**src/rtl/fetch_line_unit.sv**
```systemverilog
// Fetch stage ahead of the instruction cache. It issues line-aligned fetch requests,
// buffers the returned lines, and hands instructions one at a time to decode.
package mmm_pkg;
    localparam int XLEN         = 32;
    localparam int ICACHE_INSTR = 4;

    typedef struct packed {
        logic [XLEN-1:0]                pc;
        logic [ICACHE_INSTR-1:0][31:0]  line;
    } icache_out_t;
endpackage

// Protocol checks for the fetch unit; simulation only.
module fetch_line_unit_chk #(
    parameter int CNT_W           = 4,
    parameter int MAX_OUTSTANDING = 2
) (
    input logic             clk_i,
    input logic             rst_i,
    input logic             beat_i,
    input logic [CNT_W-1:0] outst_i,
    input logic [CNT_W-1:0] drop_i
);
    stray_beat_a: assert property (@(posedge clk_i) disable iff (rst_i)
        !(beat_i && (outst_i == '0) && (drop_i == '0)))
        else $error("icache beat with no request outstanding");

    credit_cap_a: assert property (@(posedge clk_i) disable iff (rst_i)
        ((outst_i + drop_i) <= CNT_W'(MAX_OUTSTANDING)))
        else $error("outstanding plus dropped requests exceed cap");
endmodule

module fetch_line_unit
    import mmm_pkg::*;
#(
    parameter logic [XLEN-1:0] BOOT_PC         = 32'h0000_0000,
    parameter int              LINE_BUF_DEPTH  = 2,
    parameter int              MAX_OUTSTANDING = 2
) (
    input  logic              clk_i,
    input  logic              rst_i,
    input  logic              flush_i,
    input  logic [XLEN-1:0]   flush_pc_i,
    output logic [XLEN-1:0]   icache_addr_o,
    output logic              icache_addr_valid_o,
    input  logic              icache_addr_ready_i,
    input  icache_out_t       icache_data_i,
    input  logic              icache_data_valid_i,
    output logic              icache_data_ready_o,
    output logic [31:0]       instr_o,
    output logic [XLEN-1:0]   instr_pc_o,
    output logic              instr_valid_o,
    input  logic              instr_ready_i
);
    localparam int OFF_W    = $clog2(ICACHE_INSTR);
    localparam int LINE_LSB = OFF_W + 2;
    localparam int PTR_W    = (LINE_BUF_DEPTH > 1) ? $clog2(LINE_BUF_DEPTH) : 1;
    localparam int CNT_W    = $clog2(MAX_OUTSTANDING + LINE_BUF_DEPTH + 1) + 1;
    localparam logic [XLEN-1:0] LINE_BYTES = XLEN'(ICACHE_INSTR * 4);

    function automatic logic [XLEN-1:0] line_align(input logic [XLEN-1:0] a);
        return a & ~(LINE_BYTES - XLEN'(1));
    endfunction

    function automatic logic [OFF_W-1:0] line_off(input logic [XLEN-1:0] a);
        return a[LINE_LSB-1:2];
    endfunction

    function automatic logic [PTR_W-1:0] ptr_inc(input logic [PTR_W-1:0] p);
        return (p == PTR_W'(LINE_BUF_DEPTH - 1)) ? '0 : p + PTR_W'(1);
    endfunction

    logic                          run_q;
    logic [XLEN-1:0]               fetch_addr_q, fetch_addr_d;
    logic [OFF_W-1:0]              start_idx_q, start_idx_d;
    logic [OFF_W-1:0]              rd_idx_q, rd_idx_d;
    logic [CNT_W-1:0]              outst_q, outst_d;
    logic [CNT_W-1:0]              drop_q, drop_d;
    logic [CNT_W-1:0]              count_q, count_d;
    logic [PTR_W-1:0]              wr_ptr_q, wr_ptr_d;
    logic [PTR_W-1:0]              rd_ptr_q, rd_ptr_d;
    logic [ICACHE_INSTR-1:0][31:0] buf_line_q  [LINE_BUF_DEPTH];
    logic [XLEN-1:0]               buf_pc_q    [LINE_BUF_DEPTH];
    logic [OFF_W-1:0]              buf_start_q [LINE_BUF_DEPTH];

    logic             addr_valid_s, addr_hs_s, beat_s, beat_drop_s, push_s, buf_we_s;
    logic             instr_valid_s, instr_hs_s, pop_s;
    logic [OFF_W-1:0] cur_s;
    logic [CNT_W-1:0] drop_sum_s;

    // Credit rule: issue only while every live response is guaranteed a buffer slot.
    assign addr_valid_s  = run_q
                         && ((outst_q + drop_q) < CNT_W'(MAX_OUTSTANDING))
                         && ((outst_q + count_q) < CNT_W'(LINE_BUF_DEPTH));
    assign addr_hs_s     = addr_valid_s && icache_addr_ready_i;
    assign beat_s        = icache_data_valid_i && run_q;
    assign beat_drop_s   = beat_s && (drop_q != '0);
    assign push_s        = beat_s && (drop_q == '0) && (outst_q != '0);
    assign buf_we_s      = push_s && !flush_i;
    assign instr_valid_s = (count_q != '0);
    assign instr_hs_s    = instr_valid_s && instr_ready_i;
    assign cur_s         = (rd_idx_q == '0) ? buf_start_q[rd_ptr_q] : rd_idx_q;
    assign pop_s         = instr_hs_s && (cur_s == OFF_W'(ICACHE_INSTR - 1));
    assign drop_sum_s    = drop_q + outst_q + CNT_W'(addr_hs_s);

    assign icache_addr_o       = fetch_addr_q;
    assign icache_addr_valid_o = addr_valid_s;
    assign icache_data_ready_o = run_q;
    assign instr_valid_o       = instr_valid_s;

    // Present the head instruction; zero when the buffer is empty.
    always_comb begin
        instr_o    = 32'h0000_0000;
        instr_pc_o = '0;
        if (instr_valid_s) begin
            instr_o    = buf_line_q[rd_ptr_q][cur_s];
            instr_pc_o = buf_pc_q[rd_ptr_q] + XLEN'({cur_s, 2'b00});
        end else begin
            instr_o    = 32'h0000_0000;
            instr_pc_o = '0;
        end
    end

    // Next-state: flush overrides every same-cycle handshake.
    always_comb begin
        fetch_addr_d = fetch_addr_q;
        start_idx_d  = start_idx_q;
        rd_idx_d     = rd_idx_q;
        outst_d      = outst_q;
        drop_d       = drop_q;
        count_d      = count_q;
        wr_ptr_d     = wr_ptr_q;
        rd_ptr_d     = rd_ptr_q;
        if (flush_i) begin
            fetch_addr_d = line_align(flush_pc_i);
            start_idx_d  = line_off(flush_pc_i);
            rd_idx_d     = '0;
            outst_d      = '0;
            count_d      = '0;
            wr_ptr_d     = '0;
            rd_ptr_d     = '0;
            if (beat_s && (drop_sum_s != '0)) begin
                drop_d = drop_sum_s - CNT_W'(1);
            end else begin
                drop_d = drop_sum_s;
            end
        end else begin
            if (addr_hs_s) begin
                fetch_addr_d = fetch_addr_q + LINE_BYTES;
            end else begin
                fetch_addr_d = fetch_addr_q;
            end
            if (beat_drop_s) begin
                drop_d = drop_q - CNT_W'(1);
            end else begin
                drop_d = drop_q;
            end
            if (push_s) begin
                start_idx_d = '0;
                wr_ptr_d    = ptr_inc(wr_ptr_q);
            end else begin
                start_idx_d = start_idx_q;
                wr_ptr_d    = wr_ptr_q;
            end
            if (pop_s) begin
                rd_idx_d = '0;
                rd_ptr_d = ptr_inc(rd_ptr_q);
            end else if (instr_hs_s) begin
                rd_idx_d = cur_s + OFF_W'(1);
                rd_ptr_d = rd_ptr_q;
            end else begin
                rd_idx_d = rd_idx_q;
                rd_ptr_d = rd_ptr_q;
            end
            outst_d = outst_q + CNT_W'(addr_hs_s) - CNT_W'(push_s);
            count_d = count_q + CNT_W'(push_s) - CNT_W'(pop_s);
        end
    end

    // Control state and line buffer storage.
    always_ff @(posedge clk_i or posedge rst_i) begin
        if (rst_i) begin
            run_q        <= 1'b0;
            fetch_addr_q <= line_align(BOOT_PC);
            start_idx_q  <= line_off(BOOT_PC);
            rd_idx_q     <= '0;
            outst_q      <= '0;
            drop_q       <= '0;
            count_q      <= '0;
            wr_ptr_q     <= '0;
            rd_ptr_q     <= '0;
            for (int i = 0; i < LINE_BUF_DEPTH; i++) begin
                buf_line_q[i]  <= '0;
                buf_pc_q[i]    <= '0;
                buf_start_q[i] <= '0;
            end
        end else begin
            run_q        <= 1'b1;
            fetch_addr_q <= fetch_addr_d;
            start_idx_q  <= start_idx_d;
            rd_idx_q     <= rd_idx_d;
            outst_q      <= outst_d;
            drop_q       <= drop_d;
            count_q      <= count_d;
            wr_ptr_q     <= wr_ptr_d;
            rd_ptr_q     <= rd_ptr_d;
            if (buf_we_s) begin
                buf_line_q[wr_ptr_q]  <= icache_data_i.line;
                buf_pc_q[wr_ptr_q]    <= icache_data_i.pc;
                buf_start_q[wr_ptr_q] <= start_idx_q;
            end
        end
    end

    fetch_line_unit_chk #(
        .CNT_W           (CNT_W),
        .MAX_OUTSTANDING (MAX_OUTSTANDING)
    ) u_chk (
        .clk_i   (clk_i),
        .rst_i   (rst_i),
        .beat_i  (beat_s),
        .outst_i (outst_q),
        .drop_i  (drop_q)
    );
endmodule
```
**config.mk**
```make
export PLATFORM = sky130hd
export DESIGN_NAME = fetch_line_unit
export DESIGN_NICKNAME = d
export VERILOG_FILES = /design/src/rtl/fetch_line_unit.sv
export SDC_FILE = /design/constraint.sdc
export NUM_CORES = 1
export LEC_CHECK = 0
export CAP_MARGIN = 20
export CORE_MARGIN = 2
export CORE_UTILIZATION = 54
export DETAILED_ROUTE_END_ITERATION = 10
export PLACE_DENSITY = 0.81
export SYNTH_ARGS = -nofsm -noshare
export SYNTH_HDL_FRONTEND = slang
export SYNTH_SLANG_ARGS = --single-unit
```
**constraint.sdc**
```tcl
create_clock -name clk_i -period 21.1 [get_ports clk_i]
set_input_delay 6.33 -clock clk_i [delete_from_list [all_inputs] [get_ports clk_i]]
set_output_delay 6.33 -clock clk_i [all_outputs]
set_load 0.03 [all_outputs]
```
==> flow_summary_export.csv <==
group,metric,value,unit
power_and_ir_drop,p_per_area,83.9,nW/um^2
sta,worst_pin_slew,1.11,ns
floorplanning,core_area,33400,sq um
power_and_ir_drop,p_seq_share,44.4,%
detailed_routing,dr.first_iter.drc_count,564,
sta,rsz0062_at_grt,"no",
power_and_ir_drop,clock_power_share,37.1,%
yosys,synthTopCellsByArea,"dfrtp_1 (51%), mux2_2 (20%), mux4_2 (7.9%)",
cts,tritoncts,"yes",
sta,setup_tns,0,ns
floorplanning,die-area,35400,sq um
detailed_routing,via_per_inst,5.82,
critical_path,crit_start,"rd_ptr_q",
cells_and_area,syn2layout_area_growth,25.8,%
detailed_routing,drc,0,
status,outcome,"finished, final reports clean",
cts,postCtsSetupBuffers,0,
yosys,synthArstFlopShare,100,%
floorplanning,io_pins,297,
sta,fin_crit_sh,54.6,%
yosys,synth_top_area_cell,"dfrtp_1",
power_and_ir_drop,ir_worst_vdd,0.0570,mV
global_route,grt_pass1_wl,69600,um
yosys,synth_cell_type_count,60,
cts,clock_latency,0.53,ns
cts,h-tree-depth,2,
cts,clk_pin_slew_worst_paths,0.06,ns
yosys,yosys.area.top_type_share,50.7,%
floorplanning,start_util,54.7,%
detailed_routing,dr.pass1.iters,5,
sta,min_period,11.51,ns
power_and_ir_drop,p_comb_share,18.4,%
critical_path,rr_worst_depth,13,
placed_design,dpl_cell_area,21600,sq um
critical_path,r2r_setup_slack,17.22,ns
sta,hold_violations,0,
cts,cts.sinks,371,
placed_design,gp_congestion,0.833,
global_route,antenna_found_initial,3,
power_and_ir_drop,internal-power,1.42,mW
sta,max_freq,86.8,MHz
sta,slew_headroom,26.3,%
cells_and_area,finalInstanceArea,23000,sq um
detailed_routing,vias,12379,
sta,skew,0.0176,ns
cells_and_area,fin_nets,1873,
global_route,grt_pass1_vias,13244,
critical_path,crit_fanout,55,
yosys,synth_area_per_cell,13.3,sq um
power_and_ir_drop,switchingPower,0.506,mW
global_route,grt_util_all_layers,24.5,%
global_route,gr-total-overflow,0,
critical_path,crit_arrival,5.18,ns
critical_path,reg2reg_from,"outst_q[0]",
detailed_routing,drt_wl_total,42700,um
critical_path,cp-endpoint,"instr_pc_o[31]",
cts,cts_inserted_buffers,41,
yosys,synth-edff-count,0,
critical_path,worstReg2RegEnd,"drop_q[0]",
cells_and_area,fillers,2337,
yosys,synth-seq-cells,371,
min_path,hp-class,"flip-flop to flip-flop",
detailed_routing,detail-route-antenna-nets,0,
critical_path,cp-start-kind,"flip-flop",
yosys,ys.flop_type,"dfrtp_1",
sta,drv_slew,0,
yosys,ys.warnings.count,0,
cts,cts_resized,0,
yosys,synth_common_cells,"dfrtp_1 (371), mux2_2 (330), nor2_1 (67)",
cts,cts_hold_buffers,0,
floorplanning,die-width,188,um
placed_design,dp_hpwl,27500,um
floorplanning,die_y,188,um
flow_run,max-cap-violations,0,
power_and_ir_drop,leakage,10.4,nW
sta,setup_viol_count_final,0,
yosys,synth_area,18300,sq um
detailed_routing,wl_per_cell,20.1,um
cts,clockRootBuffer,"clkbuf_16",
critical_path,path_class,"flip-flop to primary output",
power_and_ir_drop,p_sw_share,26.2,%
floorplanning,rows,67,
critical_path,cp-end-kind,"primary output",
critical_path,cp_data_required_time,14.77,ns
cells_and_area,final_layout_size_suffix_gt1_share,29.8,%
cts,clockBufferDepth,3,
global_route,grt_max_degree,139,
placed_design,io_buffers,290,
yosys,yosysMostFrequentCell,"dfrtp_1",
yosys,syn_inst,1371,
yosys,seq_area_frac_synth,50.7,%
==> cells by family (layout without fill, tap and decap cells) <==
logic type | Yosys count | in the layout | synth area share [%]
and+or+nand+nor | 264 | 264 | 7.43
xor gates and xnor gates | 37 | 37 | 1.77
buffers and inverters | 111 | 414 | 2.49
muxes | 435 | 435 | 30.5
AOI/OAI and AO/OA | 122 | 122 | 4.88
other | 2 | 8 | 0.0410
adders and majority gates | 29 | 29 | 2.19
DFF | 371 | 371 | 50.7
==> cells in the final DEF (no fill, tap or decap), types with 18 or more instances in the layout <==
cell type,synthesis,routed
nand3_1,35,34
xor2_1,19,19
mux2i_1,40,40
xnor2_1,18,18
clkdlybuf4s50_1,0,289
ha_1,24,24
nor3_1,21,21
a21oi_1,19,19
mux4_2,64,64
dfrtp_1,371,370
a22o_1,32,32
nand2_1,43,43
inv_1,30,29
nor2_1,67,66
clkbuf_16,0,43
mux2_2,330,330
==> registers in the layout, indices dropped and copies added (netlist names), 2 cells and up <==
signal,count
drop_q,4
buf_start_q,4
icache_addr_o,28
buf_line_q,256
rd_idx_q,2
outst_q,4
start_idx_q,2
count_q,4
buf_pc_q,64
==> critical path, stage by stage (launching register included) <==
cell,delay (ns)
dfrtp_4,0.53
buf_4,0.66
mux2i_1,0.16
o21bai_1,0.53
ha_1,0.26
a21oi_1,0.06
nor3_1,0.48
nand3_1,0.47
nor4_1,0.52
a21oi_1,0.12
a31o_2,0.23
clkdlybuf4s50_1,0.61
==> through the flow <==
stage	setup WS [ns]	util, %	power [mW]	hold slack, ns	std cells
finish	9.59	68.8	1.93	0.497	2128
global route	9.15	68.8	2.02	0.505	2125
CTS	9.55	68.6	1.95	0.500	2122
detailed placement	10.10	64.6	1.22	0.487	2048
global placement	10.21	64.6	1.21	0.481	2048
floorplan	4.47	-	1.10	0.474	1374
==> how the worst min path moves through the flow <==
stage / startpoint / endpoint / slack (ns) / cells after the start
global placement: buf_line_q[48] / buf_line_q[48] / 0.48 / 1
CTS: buf_line_q[104] / buf_line_q[104] / 0.50 / 1
global route: buf_line_q[108] / buf_line_q[108] / 0.51 / 1
detailed placement: buf_line_q[104] / buf_line_q[104] / 0.49 / 1
floorplan: buf_pc_q[2] / buf_pc_q[2] / 0.47 / 1
finish: buf_line_q[104] / buf_line_q[104] / 0.50 / 1
==> layer usage <==
metal / track usage, % / vias to the layer above / part of all wire (%)
met3: 5.50 / 62 / 6.6
li1: - / 5604 / -
met4: 5.78 / 2 / 2.0
met2: 40.8 / 370 / 48
met5: 0 / - / 0.023
met1: 32.8 / 6341 / 43
==> power groups by stage <==
| stage | Clock, mW | Sequential (mW) | Combinational, mW |
|---|---|---|---|
| after floorplan | 0 | 0.867 | 0.236 |
| after global placement | 0 | 0.864 | 0.341 |
| after detailed placement | 0 | 0.870 | 0.353 |
| after CTS | 0.733 | 0.858 | 0.358 |
| after global routing | 0.761 | 0.871 | 0.390 |
| final | 0.716 | 0.858 | 0.356 |
==> final cells by class <==
type | count | area [sq um] | area share [%]
Multi-Input combinational cell | 892 | 8610 | 37.4
Clock buffer | 59 | 1230 | 5.33
Tap cell | 448 | 561 | 2.43
Antenna cell | 3 | 7.51 | 0.0326
Inverter | 31 | 126 | 0.549
Clock inverter | 15 | 131 | 0.571
Timing Repair Buffer | 309 | 3080 | 13.4
Sequential cell | 371 | 9290 | 40.3
Note: power is estimated with default switching activity, not from simulation.
